### config.mk
export PLATFORM = sky130hd
export DESIGN_NAME = ntt_out_serializer_flat
export DESIGN_NICKNAME = d
export VERILOG_FILES = /design/src/rtl/ntt_io_pkg.sv /design/src/rtl/ntt_out_serializer_if.sv /design/src/rtl/ntt_beat_fifo.sv /design/src/rtl/ntt_out_serializer.sv /design/src/flat_wrapper.sv
export SDC_FILE = /design/constraint.sdc
export NUM_CORES = 1
export LEC_CHECK = 0
export BUFFER_PORTS_ARGS = -buffer_cell sky130_fd_sc_hd__buf_2
export CAP_MARGIN = 20
export CORE_ASPECT_RATIO = 1.25
export CORE_MARGIN = 2
export CORE_UTILIZATION = 53
export CTS_BUF_LIST = sky130_fd_sc_hd__clkbuf_4
export DETAILED_ROUTE_END_ITERATION = 10
export PLACE_DENSITY = 0.78
export SLEW_MARGIN = 15
export SYNTH_ARGS = -nofsm -noshare
export SYNTH_HDL_FRONTEND = slang
export SYNTH_HIERARCHICAL = 1
export SYNTH_SLANG_ARGS = --single-unit
### constraint.sdc
create_clock -name clk -period 2.01 [get_ports clk]
set_input_delay 0.3015 -clock clk [delete_from_list [all_inputs] [get_ports clk]]
set_output_delay 0.3015 -clock clk [all_outputs]
set_load 0.1 [all_outputs]
### src/rtl/ntt_io_pkg.sv
// Shared widths and payload types for the NTT result I/O path.
package ntt_io_pkg;

  localparam int unsigned NTT_COEF_W         = 16;
  localparam int unsigned NTT_BEAT_W         = 128;
  localparam int unsigned NTT_OUT_W          = 32;
  localparam int unsigned NTT_WORDS_PER_BEAT = 4;
  localparam int unsigned NTT_BEATS_PER_POLY = 64;
  localparam int unsigned NTT_CNT_W          = 7;
  localparam int unsigned NTT_FIFO_DEPTH     = 2;
  localparam int unsigned NTT_WIDX_W         = $clog2(NTT_WORDS_PER_BEAT);

  // One buffered result beat together with its end-of-polynomial flag.
  typedef struct packed {
    logic                  lst;
    logic [NTT_BEAT_W-1:0] beat;
  } beat_entry_t;

  // Select output word idx of a beat, lowest word first.
  function automatic logic [NTT_OUT_W-1:0] beat_word(input logic [NTT_BEAT_W-1:0] beat,
                                                     input logic [NTT_WIDX_W-1:0] idx);
    return beat[idx*NTT_OUT_W +: NTT_OUT_W];
  endfunction

endpackage

### src/rtl/ntt_out_serializer_if.sv
// Result-beat input stream, 32-bit output stream and status of the serializer.
interface ntt_out_serializer_if;
  import ntt_io_pkg::*;

  logic                  sw_vld;
  logic                  sw_rdy;
  logic [NTT_BEAT_W-1:0] sw_dat;
  logic                  sw_lst;
  logic                  m_tvalid;
  logic                  m_tready;
  logic [NTT_OUT_W-1:0]  m_tdata;
  logic                  m_tlast;
  logic                  busy;
  logic                  len_err;
  logic [NTT_CNT_W-1:0]  beat_cnt;

  // Environment side: drives beats in, accepts words out.
  modport master (
    output sw_vld, sw_dat, sw_lst, m_tready,
    input  sw_rdy, m_tvalid, m_tdata, m_tlast, busy, len_err, beat_cnt
  );

  // Serializer side.
  modport slave (
    input  sw_vld, sw_dat, sw_lst, m_tready,
    output sw_rdy, m_tvalid, m_tdata, m_tlast, busy, len_err, beat_cnt
  );

endinterface

### src/rtl/ntt_beat_fifo.sv
// Two-entry register FIFO of result beats; slot 0 is always the head.
module ntt_beat_fifo
  import ntt_io_pkg::*;
(
  input  logic        clk,
  input  logic        rst,
  input  logic        push_i,
  input  beat_entry_t push_data_i,
  input  logic        pop_i,
  output logic        full_o,
  output logic        empty_o,
  output beat_entry_t head_o
);

  localparam int unsigned CNT_W = $clog2(NTT_FIFO_DEPTH + 1);

  beat_entry_t      slot0_q, slot0_d;
  beat_entry_t      slot1_q, slot1_d;
  logic [CNT_W-1:0] cnt_q, cnt_d;
  logic             full_q, empty_q;
  logic             do_push, do_pop;

  assign do_push = push_i & ~full_q;
  assign do_pop  = pop_i & ~empty_q;

  // Push+pop together can only happen at occupancy 1: the new beat becomes head.
  always_comb begin
    slot0_d = slot0_q;
    slot1_d = slot1_q;
    cnt_d   = cnt_q;
    case ({do_push, do_pop})
      2'b10: begin
        if (cnt_q == '0) slot0_d = push_data_i;
        else             slot1_d = push_data_i;
        cnt_d = CNT_W'(cnt_q + 1'b1);
      end
      2'b01: begin
        slot0_d = slot1_q;
        cnt_d   = CNT_W'(cnt_q - 1'b1);
      end
      2'b11: begin
        slot0_d = push_data_i;
      end
      default: ;
    endcase
  end

  always_ff @(posedge clk) begin
    if (rst) begin
      slot0_q <= '0;
      slot1_q <= '0;
      cnt_q   <= '0;
      full_q  <= 1'b0;
      empty_q <= 1'b1;
    end else begin
      slot0_q <= slot0_d;
      slot1_q <= slot1_d;
      cnt_q   <= cnt_d;
      full_q  <= (cnt_d == CNT_W'(NTT_FIFO_DEPTH));
      empty_q <= (cnt_d == '0);
    end
  end

  assign full_o  = full_q;
  assign empty_o = empty_q;
  assign head_o  = slot0_q;

endmodule

### src/rtl/ntt_out_serializer.sv
// Splits 128-bit kernel result beats into 32-bit words and checks polynomial length.
module ntt_out_serializer
  import ntt_io_pkg::*;
#(
  parameter int unsigned pDATA_WIDTH = NTT_BEAT_W,
  parameter int unsigned pOUT_WIDTH  = NTT_OUT_W,
  parameter int unsigned pBEATS      = NTT_BEATS_PER_POLY
) (
  input  logic                 clk,
  input  logic                 rst,
  ntt_out_serializer_if.slave  bus
);

  localparam int unsigned WORDS     = pDATA_WIDTH / pOUT_WIDTH;
  localparam int unsigned WIDX_W    = $clog2(WORDS);
  localparam int unsigned CNT_W     = NTT_CNT_W;
  localparam logic [WIDX_W-1:0] WIDX_LAST = WIDX_W'(WORDS - 1);
  localparam logic [CNT_W-1:0]  CNT_LAST  = CNT_W'(pBEATS - 1);

  logic [WIDX_W-1:0] widx_q, widx_d;
  logic [CNT_W-1:0]  cnt_q, cnt_d;
  logic              err_q, err_d;

  logic        fifo_full, fifo_empty;
  logic        push, pop, xfer, last_word;
  beat_entry_t push_entry, head;

  assign push      = bus.sw_vld & ~fifo_full;
  assign xfer      = ~fifo_empty & bus.m_tready;
  assign last_word = (widx_q == WIDX_LAST);
  assign pop       = xfer & last_word;

  assign push_entry.lst  = bus.sw_lst;
  assign push_entry.beat = bus.sw_dat;

  ntt_beat_fifo u_fifo (
    .clk         (clk),
    .rst         (rst),
    .push_i      (push),
    .push_data_i (push_entry),
    .pop_i       (pop),
    .full_o      (fifo_full),
    .empty_o     (fifo_empty),
    .head_o      (head)
  );

  // Word index and length checker; m_tlast never depends on the counter.
  always_comb begin
    widx_d = widx_q;
    cnt_d  = cnt_q;
    err_d  = err_q;
    if (xfer) begin
      widx_d = last_word ? '0 : WIDX_W'(widx_q + 1'b1);
    end
    if (push) begin
      if (bus.sw_lst) begin
        if (cnt_q != CNT_LAST) err_d = 1'b1;
        cnt_d = '0;
      end else if (cnt_q == CNT_LAST) begin
        err_d = 1'b1;
        cnt_d = '0;
      end else begin
        cnt_d = CNT_W'(cnt_q + 1'b1);
      end
    end
  end

  always_ff @(posedge clk) begin
    if (rst) begin
      widx_q <= '0;
      cnt_q  <= '0;
      err_q  <= 1'b0;
    end else begin
      widx_q <= widx_d;
      cnt_q  <= cnt_d;
      err_q  <= err_d;
    end
  end

  // All outputs decode registered state only; nothing flows through from sw_vld or m_tready.
  assign bus.sw_rdy   = ~fifo_full;
  assign bus.m_tvalid = ~fifo_empty;
  assign bus.busy     = ~fifo_empty;
  assign bus.m_tdata  = beat_word(head.beat, NTT_WIDX_W'(widx_q));
  assign bus.m_tlast  = head.lst & last_word;
  assign bus.len_err  = err_q;
  assign bus.beat_cnt = cnt_q;

endmodule

### src/flat_wrapper.sv
// flat-port wrapper written by rule: the top's interface ports become plain ports
module ntt_out_serializer_flat import ntt_io_pkg::*;
#(
  parameter int unsigned pDATA_WIDTH = NTT_BEAT_W,
  parameter int unsigned pOUT_WIDTH  = NTT_OUT_W,
  parameter int unsigned pBEATS      = NTT_BEATS_PER_POLY
)
  (clk, rst, bus_sw_vld, bus_sw_dat, bus_sw_lst, bus_m_tready, bus_sw_rdy, bus_m_tvalid, bus_m_tdata, bus_m_tlast, bus_busy, bus_len_err, bus_beat_cnt);
  ntt_out_serializer_if bus_i ();
  input  logic clk;
  input  logic rst;
  input wire logic [$bits(bus_i.sw_vld)-1:0] bus_sw_vld;
  input wire logic [$bits(bus_i.sw_dat)-1:0] bus_sw_dat;
  input wire logic [$bits(bus_i.sw_lst)-1:0] bus_sw_lst;
  input wire logic [$bits(bus_i.m_tready)-1:0] bus_m_tready;
  output wire logic [$bits(bus_i.sw_rdy)-1:0] bus_sw_rdy;
  output wire logic [$bits(bus_i.m_tvalid)-1:0] bus_m_tvalid;
  output wire logic [$bits(bus_i.m_tdata)-1:0] bus_m_tdata;
  output wire logic [$bits(bus_i.m_tlast)-1:0] bus_m_tlast;
  output wire logic [$bits(bus_i.busy)-1:0] bus_busy;
  output wire logic [$bits(bus_i.len_err)-1:0] bus_len_err;
  output wire logic [$bits(bus_i.beat_cnt)-1:0] bus_beat_cnt;
  assign bus_i.sw_vld = bus_sw_vld;
  assign bus_i.sw_dat = bus_sw_dat;
  assign bus_i.sw_lst = bus_sw_lst;
  assign bus_i.m_tready = bus_m_tready;
  assign bus_sw_rdy = bus_i.sw_rdy;
  assign bus_m_tvalid = bus_i.m_tvalid;
  assign bus_m_tdata = bus_i.m_tdata;
  assign bus_m_tlast = bus_i.m_tlast;
  assign bus_busy = bus_i.busy;
  assign bus_len_err = bus_i.len_err;
  assign bus_beat_cnt = bus_i.beat_cnt;
  ntt_out_serializer #(.pDATA_WIDTH(pDATA_WIDTH), .pOUT_WIDTH(pOUT_WIDTH), .pBEATS(pBEATS)) u_core (.clk(clk), .rst(rst), .bus(bus_i));
endmodule
==> impl_metrics.json, run 1 <==
{
  "outcome": "stopped before the end",
  "flow.stopped_at": "global routing",
  "stop_error": "[ERROR GRT-0232] Routing congestion too high. Check the congestion heatmap in the GUI.",
  "placed_instance_area_um2": 13900,
  "floorplan.rows": 61,
  "synth.distinct_cells": 41,
  "ys_seq_elements": 272,
  "syn_area_per_cell_um2": 9.271,
  "track_usage_pct": 69.81,
  "start_util_pct": 53.87,
  "cts_inserted_buffers": 67,
  "htree_num_levels": 3,
  "synth_commonest_cells": "272 x sky130_fd_sc_hd__dfxtp_1, 265 x sky130_fd_sc_hd__nand2_1, 264 x sky130_fd_sc_hd__a21oi_1",
  "ctsLongestPathBuffers": 3,
  "synthDominantCellAreaShare_pct": 45.35,
  "most_repeated_cell_in_the_gate_level_netlist_after_synthesis": "sky130_fd_sc_hd__dfxtp_1",
  "synthTopCellsByArea": "sky130_fd_sc_hd__dfxtp_1 45%, sky130_fd_sc_hd__a21oi_1 11%, sky130_fd_sc_hd__mux2i_1 11%",
  "grt_max_degree": 115,
  "synth-edff-count": 0,
  "mappedNetlistNets": 1433,
  "placement.io_buffers": 176,
  "worst-endpoint-pin-kind": "primary output",
  "cts_sinks": 272,
  "yosysWarningCount": 6,
  "place_congestion": 0.9063,
  "syn-cell-area_um2": 12010,
  "die_y_um": 172.3,
  "synth_sequential_area_ratio_pct": 45.35,
  "clock-root-buffer": "sky130_fd_sc_hd__clkbuf_4",
  "primary_ff_master_synth": "sky130_fd_sc_hd__dfxtp_1",
  "library_cell_with_the_largest_summed_area_after_synthesis": "sky130_fd_sc_hd__dfxtp_1",
  "ios": 177,
  "synthCells": 1295,
  "dieWidth_um": 138.6,
  "globalRouteOverflowTotal": 7,
  "worstEndpointGrtRepair": "bus_m_tdata[6]",
  "ys_async_sr_fraction_pct": 0,
  "detailed_place_hpwl_um": 25480
}
## metrics by stage
step | worst slack [ps] | instances | utilization (%)
detailed placement | -98.74 | 1689 | 62.39
global placement | -51.00 | 1689 | 62.39
floorplan | 8.344 | 1295 | -
CTS | -385.2 | 2026 | 86.03
## cells by family after synthesis
| logic type | after synthesis | synth area share (%) |
|---|---|---|
| AO/OA/AOI/OAI | 410 | 21.53 |
| AND/OR/NAND/NOR | 292 | 9.671 |
| flip-flops | 272 | 45.35 |
| multiplexers | 163 | 16.92 |
| buffers and inverters | 150 | 5.784 |
| adder cells (fa/ha/maj) | 5 | 0.5211 |
| XOR/XNOR | 3 | 0.2189 |
## routing by layer
layer  global-route usage, %  GRT overflow
met2                   91.65             2
met5                   14.95             0
met4                   74.57             5
met1                   67.54             0
met3                   49.46             0
## timing repair
| item | 4_1_cts |
|---|---|
| hold buffers | 129 |
| endpoints found under the setup margin | 212 |
| gates resized for setup | 260 |
| endpoints found under the hold margin | 130 |
| cloned | 53 |
| buffers inserted | 52 |
| pin swaps | 88 |
==> run 2, diff against run 1 <==
--- a/config.mk
+++ b/config.mk
@@ -7,12 +7,10 @@
 export LEC_CHECK = 0
 export BUFFER_PORTS_ARGS = -buffer_cell sky130_fd_sc_hd__buf_2
 export CAP_MARGIN = 20
-export CORE_ASPECT_RATIO = 1.25
 export CORE_MARGIN = 2
-export CORE_UTILIZATION = 53
-export CTS_BUF_LIST = sky130_fd_sc_hd__clkbuf_4
+export CORE_UTILIZATION = 40
 export DETAILED_ROUTE_END_ITERATION = 10
-export PLACE_DENSITY = 0.78
+export PLACE_DENSITY_LB_ADDON = 0.15
 export SLEW_MARGIN = 15
 export SYNTH_ARGS = -nofsm -noshare
 export SYNTH_HDL_FRONTEND = slang
==> constraint.sdc (replaced) <==
create_clock -name clk -period 2.6 [get_ports clk]
set_input_delay 0.39 -clock clk [delete_from_list [all_inputs] [get_ports clk]]
set_output_delay 0.39 -clock clk [all_outputs]
set_load 0.1 [all_outputs]
==> impl_metrics.json, run 2 <==
{
  "cts_setup_buffers": 0,
  "clock-root-buffer": "sky130_fd_sc_hd__clkbuf_16",
  "outcome": "completed",
  "powerDensity_nw_per_um2": 844.9,
  "cts_inserted_buffers": 30,
  "cts.reportedPaths.clkPinSlew_ps": 60,
  "slew_headroom_pct": 30.25,
  "primary_ff_master_synth": "sky130_fd_sc_hd__dfxtp_1",
  "worstSetupStartpoint": "u_core/widx_q[0]",
  "core-area_um2": 29560,
  "place_congestion": 0.8087,
  "postCtsHoldBufs": 0,
  "drtAntennaViolNets": 0,
  "most_repeated_cell_in_the_gate_level_netlist_after_synthesis": "sky130_fd_sc_hd__dfxtp_1",
  "grt_max_degree": 166,
  "final.setup.tns_ps": 0,
  "detail_route.drc_violations": 0,
  "fill_count": 2759,
  "ios": 177,
  "placement.io_buffers": 176,
  "synth_commonest_cells": "272 x sky130_fd_sc_hd__dfxtp_1, 265 x sky130_fd_sc_hd__nand2_1, 264 x sky130_fd_sc_hd__a21oi_1",
  "clk-insertion-delay-late_ps": 560,
  "syn_area_per_cell_um2": 9.271,
  "net_count_reported_at_finish": 1541,
  "globalRouteOverflowTotal": 0,
  "first_drt_pass_iteration_count": 5,
  "synth-edff-count": 0,
  "yosysWarningCount": 6,
  "final.setup_skew_ps": 18.15,
  "ctsLongestPathBuffers": 3,
  "met2_usage_pct": 37.11,
  "slew_violations": 0,
  "syn-cell-area_um2": 12010,
  "holdCritPathClass": "primary input to register",
  "fraction_of_layout_instances_using_a_drive_strength_above_1_pct": 21.68,
  "peak_ir_drop_on_the_vdd_network_uv": 535.5,
  "track_usage_pct": 23.43,
  "worst_ep_required_time_ps": 2210,
  "dieWidth_um": 177.3,
  "most-common-layout-cells": "271 x sky130_fd_sc_hd__dfxtp_1, 265 x sky130_fd_sc_hd__nand2_1, 264 x sky130_fd_sc_hd__a21oi_1",
  "unrepaired_setup_endpoints_after_global_routing": "no",
  "min_from": "bus_sw_dat[43]",
  "vias": 10190,
  "use_met1_pct": 33.18,
  "synthDominantCellAreaShare_pct": 45.35,
  "detailed_place_hpwl_um": 26250,
  "minimum_period_implied_by_the_final_worst_setup_slack_ps": 2505,
  "cts_sinks": 272,
  "htree_num_levels": 1,
  "vias_per_cell": 5.612,
  "synth.distinct_cells": 41,
  "die_y_um": 177.3,
  "synthCells": 1295,
  "die_area_um2": 31420,
  "critPathArrivalTime_ps": 2110,
  "fin_crit_sh_pct": 96.34,
  "ys_seq_elements": 272,
  "cap_violations": 0,
  "start_util_pct": 40.62,
  "dr.first_iter.drc_count": 976,
  "total_leakage_power_uw": 0.005165,
  "routed_wire_length_per_instance_um": 20.61,
  "mappedNetlistNets": 1433,
  "global_route.peak_usage_layer": "met2",
  "cts_tree": "yes",
  "postRouteWirelength_um": 37410,
  "grt_pass1_vias": 9292,
  "worstPathMaxFanout": 34,
  "fmaxAchievable_ghz": 0.3992,
  "global_route.usage.met3_pct": 3.522,
  "final_common_cell": "sky130_fd_sc_hd__dfxtp_1",
  "post-layout-total-power_uw": 12550,
  "ys_async_sr_fraction_pct": 0,
  "cts-resized-gates": 1,
  "synthTopCellsByArea": "sky130_fd_sc_hd__dfxtp_1 45%, sky130_fd_sc_hd__a21oi_1 11%, sky130_fd_sc_hd__mux2i_1 11%",
  "grt_antenna_before_repair": 0,
  "floorplan.rows": 63,
  "path_class": "register to output port",
  "diodes": 0,
  "worstSetupEndpointType": "output port",
  "synth_sequential_area_ratio_pct": 45.35,
  "hold_ws_ps": 77.27,
  "library_cell_with_the_largest_summed_area_after_synthesis": "sky130_fd_sc_hd__dfxtp_1",
  "tightestPinTransition_ps": 1042,
  "grt_pass1_wl_um": 56320,
  "crit_path_start_kind": "register",
  "area.growth.synth_to_final_pct": 23.71,
  "timing.final.hold_violations": 0,
  "regToRegStartpoint": "u_core/u_fifo/full_o",
  "final-setup-viol-count": 0
}
## run 2: per-stage QoR
stage          std cells  utilization, %  area, um2  setup WS (ps)
3_5_place_dp        1761           46.64      13790          151.2
3_3_place_gp        1761           46.64      13790          189.4
6_report            1815           50.25      14850          95.19
4_1_cts             1815           50.23      14850          12.60
5_1_grt             1815           50.25      14850          13.82
2_1_floorplan       1295               -      12010          479.2
## run 2: final timing paths
check / slack, ps / endpoint / depth (start not counted)
setup / recovery: 100 / bus_m_tdata[6] / 3
hold / removal: 80 / u_core/u_fifo/slot1_q[43] / 3
setup reg to reg: 210 / u_core/u_fifo/slot1_q[67] / 10
hold reg to reg: 450 / u_core/u_fifo/slot1_q[81] / 2
## run 2: cells by family after synthesis
kind of cell | count (synthesis) | share of synthesized area, %
AO/OA/AOI/OAI | 410 | 21.53
AND/OR/NAND/NOR | 292 | 9.671
flip-flops | 272 | 45.35
multiplexers | 163 | 16.92
buffers and inverters | 150 | 5.784
adder cells (fa/ha/maj) | 5 | 0.5211
XOR/XNOR | 3 | 0.2189
## run 2: metal layers
metal  vias up  wire [um]
li1       4957          -
met1      4839      16690
met2       334      17370
met3        56       2348
met4         0        998
met5         -          0
## run 2: where the power goes
group	leakage [uW]	switching, uW	internal [uW]
Sequential	0.00223	328	4630
Combinational	0.00240	1920	1130
Clock	0.000528	1740	2810
## run 2: layout make-up
class                   count  area (um2)  area share [%]
repair buffers            219        1941           13.07
inverters                   7       31.28          0.2106
clock buffers              41       863.3           5.812
flip-flops and latches    272        5446           36.67
clock inverters            13       196.4           1.323
multi-input cells         873        5887           39.63
well taps                 390       488.0           3.285
## run 2: worst max-delay path, cell delays in order (launching register included)
cell                      delay, ps
sky130_fd_sc_hd__dfxtp_2        350
sky130_fd_sc_hd__buf_8          320
sky130_fd_sc_hd__mux4_2         640
sky130_fd_sc_hd__buf_12         200
No activity file was read; power rests on OpenSTA's default activity.
==> run 3, diff against run 2 <==
--- a/config.mk
+++ b/config.mk
@@ -5,7 +5,7 @@
 export SDC_FILE = /design/constraint.sdc
 export NUM_CORES = 1
 export LEC_CHECK = 0
-export BUFFER_PORTS_ARGS = -buffer_cell sky130_fd_sc_hd__buf_2
+export BUFFER_PORTS_ARGS = -buffer_cell sky130_fd_sc_hd__buf_4
 export CAP_MARGIN = 20
 export CORE_MARGIN = 2
 export CORE_UTILIZATION = 40
==> impl_metrics.json, run 3 (synthesis results as in run 2) <==
{
  "ios": 177,
  "intPower_uw": 7953,
  "place_congestion": 0.8045,
  "postRouteWirelength_um": 37720,
  "clock_network_fraction_of_design_power_pct": 34.1,
  "die_area_um2": 31420,
  "seq_power_share_pct": 42.0,
  "die_y_um": 177.3,
  "peak_ir_drop_on_the_vdd_network_uv": 427.7,
  "cts-resized-gates": 0,
  "slew_headroom_pct": 53.99,
  "met2_usage_pct": 36.82,
  "dieWidth_um": 177.3,
  "unrepaired_setup_endpoints_after_global_routing": "no",
  "detailed_place_hpwl_um": 26140,
  "start_util_pct": 40.62,
  "grt_pass1_wl_um": 56420,
  "regToRegStartpoint": "u_core/u_fifo/full_o",
  "final-setup-viol-count": 0,
  "slew_violations": 0,
  "track_usage_pct": 23.54,
  "htree_num_levels": 1,
  "fill_count": 2770,
  "grt_antenna_before_repair": 0,
  "use_met1_pct": 34.36,
  "path_class": "register to output port",
  "grt_pass1_vias": 9225,
  "minimum_period_implied_by_the_final_worst_setup_slack_ps": 2447,
  "holdCritPathClass": "primary input to register",
  "cts_setup_buffers": 0,
  "placement.io_buffers": 176,
  "min_from": "bus_sw_dat[22]",
  "floorplan.rows": 63,
  "worstSetupStartpoint": "u_core/widx_q[0]",
  "ctsLongestPathBuffers": 3,
  "clk-insertion-delay-late_ps": 540,
  "vias_per_cell": 5.649,
  "dr.first_iter.drc_count": 872,
  "critPathArrivalTime_ps": 2060,
  "diodes": 0,
  "fin_crit_sh_pct": 94.13,
  "net_count_reported_at_finish": 1529,
  "power.switching_uw": 3857,
  "stdcell_area_um2": 14560,
  "core-area_um2": 29560,
  "area.growth.synth_to_final_pct": 21.25,
  "grt_max_degree": 139,
  "globalRouteOverflowTotal": 0,
  "first_drt_pass_iteration_count": 5,
  "final.setup.tns_ps": 0,
  "cts_tree": "yes",
  "tightestPinTransition_ps": 690.2,
  "fmaxAchievable_ghz": 0.4086,
  "outcome": "completed",
  "clock-root-buffer": "sky130_fd_sc_hd__clkbuf_16",
  "timing.final.hold_violations": 0,
  "final_common_cell": "sky130_fd_sc_hd__dfxtp_1",
  "routed_wire_length_per_instance_um": 20.95,
  "worstPathMaxFanout": 34,
  "cts_sinks": 272,
  "global_route.usage.met3_pct": 3.093,
  "postCtsHoldBufs": 0,
  "cts.reportedPaths.clkPinSlew_ps": 60,
  "power.share.combinational_pct": 23.9,
  "sw_ratio_pct": 32.66,
  "fraction_of_layout_instances_using_a_drive_strength_above_1_pct": 20.50,
  "powerDensity_nw_per_um2": 811.3,
  "final.setup_skew_ps": 7.699,
  "crit_path_start_kind": "register",
  "drtAntennaViolNets": 0,
  "total_leakage_power_uw": 0.005031,
  "vias": 10170,
  "global_route.peak_usage_layer": "met2",
  "most-common-layout-cells": "271 x sky130_fd_sc_hd__dfxtp_1, 265 x sky130_fd_sc_hd__nand2_1, 264 x sky130_fd_sc_hd__a21oi_1",
  "worst_ep_required_time_ps": 2210,
  "detail_route.drc_violations": 0,
  "placed_instance_area_um2": 13650,
  "worstSetupEndpointType": "output port",
  "cts_inserted_buffers": 29,
  "cap_violations": 0
}
-- run 3: power groups by stage --
stage	registers [uW]	logic [uW]	clock network (uW)
floorplan	4890	2070	0
global placement	5040	2780	0
detailed placement	5040	2820	0
CTS	4960	2820	4100
global route	5000	3030	4290
finish	4960	2820	4030
-- run 3: metal layers --
metal / vias up / share of wire, % / routed length, um
met4: 0 / 2.5 / 927
met1: 4833 / 45 / 17070
met3: 44 / 5.9 / 2219
met2: 354 / 46 / 17500
met5: - / 0 / 0
li1: 4937 / - / -
-- run 3: final timing paths --
| kind | slack [ps] | depth (start not counted) | endpoint |
|---|---|---|---|
| setup reg to reg | 210 | 9 | u_core/u_fifo/head_o[97] |
| setup / recovery | 150 | 3 | bus_m_tdata[10] |
| hold / removal | 110 | 3 | u_core/u_fifo/slot1_q[22] |
| hold reg to reg | 450 | 2 | u_core/u_fifo/slot1_q[79] |
-- run 3: metrics by stage --
stage                     utilization (%)  total power [uW]  hold slack [ps]  setup slack (ps)  cells
after global routing                49.25             12320            99.66             14.56   1800
after global placement              46.16              7815            440.7             313.4   1750
final                               49.25             11810            105.2             152.7   1800
after detailed placement            46.16              7858            446.1             256.3   1750
after floorplan                         -              6960            436.0             479.2   1295
after CTS                           49.25             11880            93.39             123.1   1800
-- run 3: cell type report --
type	instances	area, um2	area share (%)
tap	390	488.0	3.352
multi-input combinational	873	5887	40.44
timing repair buffer	208	1793	12.32
clock inverter	6	80.08	0.5501
inverter	7	31.28	0.2149
sequential	272	5446	37.41
clock buffer	44	832.0	5.716
-- run 3: critical path, stage by stage, from the launching register on --
cell and delay (ps):
sky130_fd_sc_hd__dfxtp_2 350, sky130_fd_sc_hd__buf_12 270, sky130_fd_sc_hd__mux4_2 600, sky130_fd_sc_hd__buf_4 260
